[src/rtl/alarm_controller.sv]
// Alarm setpoint, HH:MM:00 match detection and ring/snooze/timeout sequencing.
// Define ALARM_BEEP_EN for an intermittent buzzer that toggles on each tick; otherwise the tone is steady.
module alarm_controller #(
    parameter int RING_TIMEOUT = 60,
    parameter int SNOOZE_TICKS = 300,
    parameter int MAX_SNOOZE   = 3
) (
    input  logic       clk,
    input  logic       rst,
    input  logic       tick,
    input  logic [5:0] secCount,
    input  logic [5:0] minCount,
    input  logic [4:0] hourCount,
    input  logic       updown,
    input  logic       set_min,
    input  logic       set_hour,
    input  logic       armed,
    input  logic       snooze,
    input  logic       stop,
    output logic [5:0] alarmMin,
    output logic [4:0] alarmHour,
    output logic       ringing,
    output logic       snoozing,
    output logic       buzz
);

    localparam int RW = $clog2(RING_TIMEOUT + 1);
    localparam int SW = $clog2(SNOOZE_TICKS + 1);
    localparam int CW = (MAX_SNOOZE > 0) ? $clog2(MAX_SNOOZE + 1) : 1;

    typedef enum logic [1:0] {
        IDLE    = 2'd0,
        RINGING = 2'd1,
        SNOOZE  = 2'd2
    } state_t;

    state_t        state, state_next;
    logic [RW-1:0] ring_cnt, ring_cnt_next;
    logic [SW-1:0] snz_cnt, snz_cnt_next;
    logic [CW-1:0] snz_num, snz_num_next;
    logic          match, match_q, adj_q, trigger;

    assign match   = (hourCount == alarmHour) && (minCount == alarmMin) && (secCount == 6'd0);
    // adj_q blocks a match that was created by editing the setpoint rather than by time advancing.
    assign trigger = armed && match && !match_q && !adj_q;

    always_ff @(posedge clk or negedge rst) begin
        if (!rst) begin
            alarmMin  <= 6'd0;
            alarmHour <= 5'd0;
            match_q   <= 1'b0;
            adj_q     <= 1'b0;
        end else begin
            match_q <= match;
            adj_q   <= set_min | set_hour;
            if (set_min) begin
                if (updown)
                    alarmMin <= (alarmMin == 6'd59) ? 6'd0 : alarmMin + 6'd1;
                else
                    alarmMin <= (alarmMin == 6'd0) ? 6'd59 : alarmMin - 6'd1;
            end
            if (set_hour) begin
                if (updown)
                    alarmHour <= (alarmHour == 5'd23) ? 5'd0 : alarmHour + 5'd1;
                else
                    alarmHour <= (alarmHour == 5'd0) ? 5'd23 : alarmHour - 5'd1;
            end
        end
    end

    always_ff @(posedge clk or negedge rst) begin
        if (!rst) begin
            state    <= IDLE;
            ring_cnt <= '0;
            snz_cnt  <= '0;
            snz_num  <= '0;
            ringing  <= 1'b0;
            snoozing <= 1'b0;
        end else begin
            state    <= state_next;
            ring_cnt <= ring_cnt_next;
            snz_cnt  <= snz_cnt_next;
            snz_num  <= snz_num_next;
            ringing  <= (state_next == RINGING);
            snoozing <= (state_next == SNOOZE);
        end
    end

    always_comb begin
        state_next    = state;
        ring_cnt_next = ring_cnt;
        snz_cnt_next  = snz_cnt;
        snz_num_next  = snz_num;
        if (!armed) begin
            state_next    = IDLE;
            ring_cnt_next = '0;
            snz_cnt_next  = '0;
            snz_num_next  = '0;
        end else begin
            case (state)
                IDLE: begin
                    if (trigger) begin
                        state_next    = RINGING;
                        ring_cnt_next = RW'(RING_TIMEOUT);
                        snz_num_next  = '0;
                    end
                end
                RINGING: begin
                    // A snooze arriving with the final tick wins over the timeout.
                    if (stop) begin
                        state_next   = IDLE;
                        snz_num_next = '0;
                    end else if (snooze && (snz_num < CW'(MAX_SNOOZE))) begin
                        state_next   = SNOOZE;
                        snz_cnt_next = SW'(SNOOZE_TICKS);
                        snz_num_next = snz_num + CW'(1);
                    end else if (tick) begin
                        if (ring_cnt == RW'(1))
                            state_next = IDLE;
                        else
                            ring_cnt_next = ring_cnt - RW'(1);
                    end
                end
                SNOOZE: begin
                    if (stop) begin
                        state_next   = IDLE;
                        snz_num_next = '0;
                    end else if (tick) begin
                        if (snz_cnt == SW'(1)) begin
                            state_next    = RINGING;
                            ring_cnt_next = RW'(RING_TIMEOUT);
                        end else begin
                            snz_cnt_next = snz_cnt - SW'(1);
                        end
                    end
                end
                default: state_next = IDLE;
            endcase
        end
    end

`ifdef ALARM_BEEP_EN
    // Beep starts high on every entry to RINGING (including re-ring after snooze).
    always_ff @(posedge clk or negedge rst) begin
        if (!rst)
            buzz <= 1'b0;
        else if (state_next != RINGING)
            buzz <= 1'b0;
        else if (state != RINGING)
            buzz <= 1'b1;
        else if (tick)
            buzz <= ~buzz;
    end
`else
    assign buzz = ringing;
`endif

endmodule

[config.mk]
export PLATFORM = sky130hd
export DESIGN_NAME = alarm_controller
export DESIGN_NICKNAME = d
export VERILOG_FILES = /design/src/rtl/alarm_controller.sv
export SDC_FILE = /design/constraint.sdc
export NUM_CORES = 1
export LEC_CHECK = 0
export CORE_AREA = 10 10 78 80
export DETAILED_ROUTE_END_ITERATION = 8
export DIE_AREA = 0 0 88 90
export PLACE_DENSITY = 0.77
export SYNTH_ARGS = -nofsm -noshare
export SYNTH_HDL_FRONTEND = slang
export SYNTH_SLANG_ARGS = --single-unit
export TNS_END_PERCENT = 5
[constraint.sdc]
create_clock -name clk -period 2.24 [get_ports clk]
set_input_delay 0.448 -clock clk [delete_from_list [all_inputs] [get_ports clk]]
set_output_delay 0.448 -clock clk [all_outputs]
set_load 0.02 [all_outputs]
== Yosys cells after proc, flatten, opt, wreduce, memory -nomap -nowiden ==
Cells that the tools add are included.
Widths: inputs -> output; s select.

* Register bits after elaboration: 34
* Input bits: 26
* Word-level logic and storage cells: 97

* $add $sub $neg: 7
* Order comparisons: 1
* Eq/ne operators: 24
* Mux-type cells: 39
* Bitwise logic cells: 1
* Reductions and logical operators: 15

{| class="wikitable"
|+ Operator list
! operator !! number
|-
| $mux 6 || 12
|-
| $mux 9 || 6
|-
| $ne 3x3->1 const B || 11
|-
| $mux 2 || 14
|-
| $pmux 6 s3 || 1
|-
| $pmux 9 s2 || 1
|-
| $mux 5 || 3
|-
| $logic_not 6->1 || 2
|-
| $pmux 2 s3 || 2
|-
| $sub 6x1->6 const B || 2
|-
| $eq 9x1->1 const B || 1
|-
| $reduce_and 9->1 || 1
|-
| $sub 9x1->9 const B || 1
|-
| $add 6x1->6 const B || 1
|-
| $eq 6x1->1 const B || 1
|-
| $eq 6x6->1 || 1
|-
| $eq 6x6->1 const B || 1
|-
| $logic_and 1x1->1 || 6
|-
| $reduce_and 6->1 || 1
|-
| $add 5x1->5 const B || 1
|-
| $eq 5x5->1 || 1
|-
| $eq 5x5->1 const B || 1
|-
| $logic_not 5->1 || 1
|-
| $sub 5x1->5 const B || 1
|-
| other kinds (11) || 14
|}

== Longest topological paths before layout ==
Gate-level depths: netlist of run 1.

* Word-level depth: 10
* Gate-level depth with buffers: 8
* Depth with buffers taken out: 7

== Worst setup path before layout of run 1 ==
No wires, ideal clock.

* Path type: flip-flop to flip-flop
* Start: reg alarmMin[5]
* End: reg ring_cnt[2]
* Setup time: 0.076 ns
* Arrival: 1.873 ns
* Required time: 2.164 ns
* Setup slack: 0.290 ns
* Cell stages (with the launch flop): 7
* Buffers on the path: 1
* Cell sequence: dfrtp_1 > clkbuf_1 > xnor2_1 > nand3_1 > or4_4 > o41a_1 > o21ai_1

* Word-level cells in the longest chain between the ends: 8

{| class="wikitable"
|+ Ends and longest elaborated chain
! item !! RTL line !! text
|-
| start: declaration || 20 || <nowiki>output logic [5:0] alarmMin,</nowiki>
|-
| start signal: assignment || 58 || <nowiki>alarmMin <= (alarmMin == 6'd59) ? 6'd0 : alarmMin + 6'd1;</nowiki>
|-
| start signal: assignment || 60 || <nowiki>alarmMin <= (alarmMin == 6'd0) ? 6'd59 : alarmMin - 6'd1;</nowiki>
|-
| $eq 6x6->1 || 43 || <nowiki>assign match = (hourCount == alarmHour) && (minCount == alarmMin) && (secCount == 6'd0);</nowiki>
|-
| $logic_and 1x1->1 (2 in series) || 43 ||
|-
| $logic_and 1x1->1 (3 in series) || 45 || <nowiki>assign trigger = armed && match && !match_q && !adj_q;</nowiki>
|-
| $ne 3x3->1 (no source line) || n/a ||
|-
| $reduce_and 9->1 (no source line) || n/a ||
|-
| end signal: assignment || 81 || <nowiki>ring_cnt <= ring_cnt_next;</nowiki>
|-
| end: declaration || 38 || <nowiki>logic [RW-1:0] ring_cnt, ring_cnt_next;</nowiki>
|}

No other way between the ends.
A chain may end at the register's enable or synchronous reset.

== Final worst setup path of run 1 ==
* Start: in hourCount[0]
* End: reg ring_cnt[2]

* Word-level cells in the longest chain between the ends: 8

{| class="wikitable"
|+ Ends and longest elaborated chain
! item !! RTL line !! text
|-
| start: declaration || 13 || <nowiki>input logic [4:0] hourCount,</nowiki>
|-
| $eq 5x5->1 || 43 ||
|-
| $logic_and 1x1->1 (2 in series) || 43 ||
|-
| $logic_and 1x1->1 (3 in series) || 45 ||
|-
| $ne 3x3->1 (no source line) || n/a ||
|-
| $reduce_and 9->1 (no source line) || n/a ||
|}

No other way between the ends.

==> results of run 1 <==
==> layout make-up <==
cell class / count / share of cell area, %
clock buffer: 5 / 2.30
clock inverter: 3 / 1.34
inverter: 17 / 2.13
multi-input combinational: 209 / 46.0
sequential: 34 / 28.4
tap: 54 / 2.26
timing repair buffer: 57 / 17.6
==> worst max path at each step <==
| stage | startpoint | endpoint | slack (ps) | depth (start not counted) |
|---|---|---|---|---|
| 2_1_floorplan | alarmMin[5] | ring_cnt[2] | 290 | 6 |
| 4_1_cts | hourCount[0] | ring_cnt[2] | 150 | 6 |
| 3_5_place_dp | hourCount[0] | ring_cnt[3] | -150 | 6 |
| 5_1_grt | snz_cnt[1] | snz_cnt[0] | 9 | 9 |
| 3_3_place_gp | secCount[1] | ring_cnt[5] | -90 | 6 |
| 6_report | hourCount[0] | ring_cnt[2] | 150 | 6 |
==> state kept, by name (all words and copies together), names as in the netlist <==
signal / flops
adj_q: 1
alarmHour: 5
alarmMin: 6
buzz: 1
match_q: 1
ring_cnt: 6
snoozing: 1
snz_cnt: 9
snz_num: 2
state: 2
==> power groups by stage <==
stage / combinational (mW) / sequential (mW) / clock, mW
floorplan: 0.594 / 0.926 / 0
global placement: 1.01 / 0.875 / 0
detailed placement: 1.04 / 0.880 / 0
CTS: 1.05 / 0.871 / 0.581
global route: 1.15 / 0.894 / 0.605
finish: 1.04 / 0.873 / 0.560
==> routing by layer <==
metal	share of wire (%)	track usage, %
met5	0	0
met3	7.5	5.23
met1	42	18.4
met4	1.8	5.05
met2	48	24.6
==> stage by stage <==
| stage | instances | setup TNS [ps] |
|---|---|---|
| after floorplan | 277 | 0 |
| after global placement | 371 | -344 |
| after detailed placement | 371 | -673 |
| after CTS | 379 | 0 |
| after global routing | 379 | 0 |
| final | 379 | 0 |
==> cell families (layout without fill, tap and decap cells) <==
family / Yosys count / in the layout / synth area share, %
and+or+nand+nor: 102 / 102 / 23.2
AOI/OAI and AO/OA: 78 / 78 / 21.2
DFF: 34 / 34 / 35.7
buffers and inverters: 34 / 82 / 6.71
xor gates and xnor gates: 14 / 14 / 5.77
adders and majority gates: 10 / 10 / 5.24
muxes: 5 / 5 / 2.25
==> layout by cell type (no fill, tap or decap), drive strengths merged, types with 8 or more instances in the layout <==
cell type,synthesis,layout
dfrtp,34,34
nor2,19,19
o21ai,26,26
nand3,12,12
nand2,20,20
inv,17,17
nand4,8,8
ha,10,10
a21oi,18,18
nor3,12,12
clkdlybuf4s50,0,39
xnor2,13,13
buf,10,18
==> impl_metrics.tcl, run 1 <==
set metrics [dict create \
    status "complete, no violations" \
    slowest_delay_ps 570 \
    netlist_instances 277 \
    coreArea_um2 4600 \
    final_layout_size_suffix_gt1_share_pct 12.0 \
    holdWs_ps 483 \
    dieArea_um2 7920 \
    clock.fmax_mhz 479 \
    num-fill-cells 375 \
    cts.sinks 34 \
    cts_buffers 5 \
    fin_util_pct 65.1 \
    antenna_found_initial 0 \
    io_buffers 39 \
    cp-start-kind "primary input" \
    yosysMostFrequentCell "dfrtp_1" \
    clk_latency_ps 290 \
    pwr-share-clk_pct 22.7 \
    max_slew_margin_pct 59.2 \
    fp.dieW_um 88 \
    crit_path_cell_trace "clkdlybuf4s50_1 > xnor2_1 > nand4_1 > or4_4 > o41a_1 > o21ai_1" \
    r2r_end "snz_cnt[0]" \
    dr.pass1.iters 4 \
    nets 360 \
    vdd_drop_max_uv 792 \
    grt.overflow.total 0 \
    initial_core_util_pct 51.9 \
    synth_warnings 0 \
    fin_crit_sh_pct 93.2 \
    r2r_slack_ps 170 \
    die_h_um 90 \
    synth_seq_area_share_pct 35.7 \
    seq_area_um2 851 \
    cap_violations 0 \
    cts-hold-fix-buffers 0 \
    path_max_fanout 4 \
    p_leak_nw 1.27 \
    min_period_ps 2090 \
    route.detailed.drc 0 \
    worst_path_max_delay_cell "or4_4" \
    postCtsSetupBuffers 0 \
    synth-seq-cells 34 \
    synthArstFlopShare_pct 100 \
    drt_iter0_drc 176 \
    wirelength_um 5900 \
    place_congestion 0.853 \
    htreeDepth 2 \
    routedWlPerCell_um 15.6 \
    stdcell_area_um2 2990 \
    p_comb_share_pct 42.0 \
    grt_pass1_vias 2193 \
    synth_edf_count 0 \
    switchingPower_mw 0.925 \
    switching_share_pct 37.4 \
    regToRegStartpoint "snz_cnt[1]" \
    worstSetupEndpointType "register" \
    vias_per_cell 5.95 \
    cts_resized 0 \
    fin_skew_ps 2.98 \
    crit_type "in -> reg" \
    critical_path_buf_inv_count 1 \
    min_to "snz_cnt[7]" \
    clkTransAtPathRegs_ps 70 \
    multi_input_area_um2 1380 \
    seqPwrFrac_pct 35.4 \
    synth_area_leaders "dfrtp_1, ha_1, xnor2_1" \
    cts_buffer_depth 2 \
    drt.antenna.violating_nets 0 \
    finalHoldViolCount 0 \
    grt_use_total_pct 15.3 \
    num_vias 2255 \
    cts_root_buf "clkbuf_8" \
    hp-class "reg -> reg" \
    finalPower_mw 2.47 \
    rsz0062_at_grt "no" \
    power.internal_mw 1.55 \
    fin_ws_ps 153 \
    cp_data_arrival_time_ps 2300 \
    synth_cell_types 58 \
    synth_fp_nets 313 \
    grt_max_degree 35 \
    synth_ff_type "dfrtp_1" \
    cts_tree "yes" \
    pre_cts_ws_ps -150 \
    worst_pin_slew_ps 610 \
    hp-start "snz_cnt[7]" \
    critPathTopFamily "simple AND/OR/NAND/NOR gates" \
    syn_area_um2 2390 \
    setup_viol 0 \
    worstHoldPathCells 1 \
    synth_top_cell_area_share_pct 35.7 \
    grt_pass1_wl_um 10200 \
    insertedDiodeCount 0 \
    slew_viol_final 0 \
    io_pins 40 \
    synth_top_area_cell "dfrtp_1" \
    worstPathRequired_ps 2450 \
    area_growth_pct 25.4 \
    reg2reg_depth 9 \
    power.density_nw_per_um2 826 \
    synthTopCellsByCount "dfrtp_1, nand2_1, nor2_1" \
    syn_area_per_cell_um2 8.61 \
    postPlaceCellArea_um2 2880 \
    dp_hpwl_um 4430 \
    fp-row-count 25 \
]
Power figures use the tool's default switching activity.
==> inputs of run 2 (changes only) <==
- CAP_MARGIN: default -> 15
==> results of run 2 <==
No change in the layout: final DEF, timing and power equal those of run 1.
==> inputs of run 3 (changes only) <==
- CORE_AREA: 10 10 78 80 -> 10 10 97 65
- DIE_AREA: 0 0 88 90 -> 0 0 107 75
==> impl_metrics.tcl, run 3 (same netlist as run 1, synthesis figures left out) <==
set metrics [dict create \
    cp-start-kind "primary input" \
    die_h_um 75 \
    clock.fmax_mhz 481 \
    area_growth_pct 25.7 \
    cp_data_arrival_time_ps 2290 \
    final_layout_size_suffix_gt1_share_pct 12.6 \
    coreArea_um2 4470 \
    path_max_fanout 4 \
    cts_buffers 5 \
    htreeDepth 2 \
    max_slew_margin_pct 58.9 \
    grt_use_total_pct 16.2 \
    hp-class "reg -> reg" \
    worstSetupEndpointType "register" \
    antenna_found_initial 0 \
    rsz0062_at_grt "no" \
    worst_pin_slew_ps 614 \
    finalHoldViolCount 0 \
    cts.sinks 34 \
    grt.overflow.total 0 \
    min_period_ps 2080 \
    clkTransAtPathRegs_ps 70 \
    fp-row-count 19 \
    place_inst 380 \
    dp_hpwl_um 4940 \
    nets 360 \
    worstPathRequired_ps 2450 \
    insertedDiodeCount 0 \
    initial_core_util_pct 53.4 \
    final_cells 388 \
    cts_root_buf "clkbuf_8" \
    layout_commonest_cell "clkdlybuf4s50_1" \
    cts_tree "yes" \
    r2r_slack_ps 190 \
    fp.dieW_um 107 \
    setup_viol 0 \
    route.detailed.drc 0 \
    io_buffers 39 \
    cts_buffer_depth 2 \
    fin_ws_ps 163 \
    vias_per_cell 6.02 \
    fin_util_pct 67.1 \
    crit_type "in -> reg" \
    drt.antenna.violating_nets 0 \
    largest_reg_flops 9 \
    routedWlPerCell_um 16.7 \
    num_vias 2337 \
    reg.largest.list "snz_cnt (9), alarmMin (6), ring_cnt (6)" \
    grt_pass1_vias 2076 \
    grt_max_degree 35 \
    wirelength_um 6470 \
    clk_latency_ps 290 \
    grt_pass1_wl_um 10600 \
    power.density_nw_per_um2 800 \
    p_leak_nw 1.26 \
    cap_violations 0 \
    vdd_drop_max_uv 512 \
    io_pins 40 \
    fin_crit_sh_pct 92.7 \
    place_congestion 0.859 \
    status "complete, no violations" \
    cts-hold-fix-buffers 0 \
    fin_skew_ps 7.68 \
    dieArea_um2 8030 \
    reg2reg_depth 8 \
    pre_cts_ws_ps -138 \
    most-common-layout-cells "clkdlybuf4s50_1, dfrtp_1, nand2_1, nor2_1, buf_4" \
    largest-register "snz_cnt" \
    dr.pass1.iters 5 \
    slew_viol_final 0 \
    drt_iter0_drc 235 \
    worstHoldPathCells 1 \
]
[run 3: cell count changes in the layout (fill, tap and decap cells not counted), sizes merged]
cell / before / now
bufinv: 1 / 0
clkbuf: 5 / 6
clkinv: 2 / 1
clkinvlp: 0 / 1
[run 3: report_power, final]
group	switching (mW)	leakage [nW]	internal, mW
Clock	0.235	0.0472	0.247
Combinational	0.531	0.763	0.511
Sequential	0.171	0.447	0.704
[run 3: stage by stage]
stage,power [mW],TNS (ps),hold slack (ps),instance area (um2)
floorplan,1.52,0,152,2390
global placement,1.89,-350,474,2890
detailed placement,1.92,-686,477,2890
CTS,2.40,0,490,2990
global route,2.57,0,512,3000
finish,2.40,0,495,3000
[run 3: routing by layer]
layer	global-route usage, %	wire (um)	vias to the layer above
li1	-	-	1111
met1	23.4	3170	1126
met2	24.3	2840	94
met3	3.84	424	6
met4	2.69	38	0
met5	0	0	-
[run 3: worst max-delay path, stage by stage]
cell and delay [ps]:
clkdlybuf4s50_1 510, xnor2_2 120, nand4_1 90, or4_4 560, o41a_1 400, o21ai_1 160
[run 3: final timing paths]
check	start	end
setup / recovery	minCount[0]	ring_cnt[4]
hold / removal	snz_cnt[7]	snz_cnt[7]
setup reg to reg	snz_cnt[1]	snz_cnt[0]
hold reg to reg	snz_cnt[7]	snz_cnt[7]
max in group asynchronous	rst	ring_cnt[0]
min in group asynchronous	rst	snz_num[1]
[run 3: timing repair]
action | in CTS | in global routing
endpoints found under the setup margin | 0 | 3
setup buffers | 0 | 0
resized for setup | 0 | 2
[run 3: final cells by class]
type                    instances  area (um2)
clock buffers                   6        82.6
clock inverters                 2        12.5
fillers                       399        1470
inverters                      17        63.8
multi-input cells             209        1390
flip-flops and latches         34         851
well taps                      63        78.8
repair buffers                 57         526
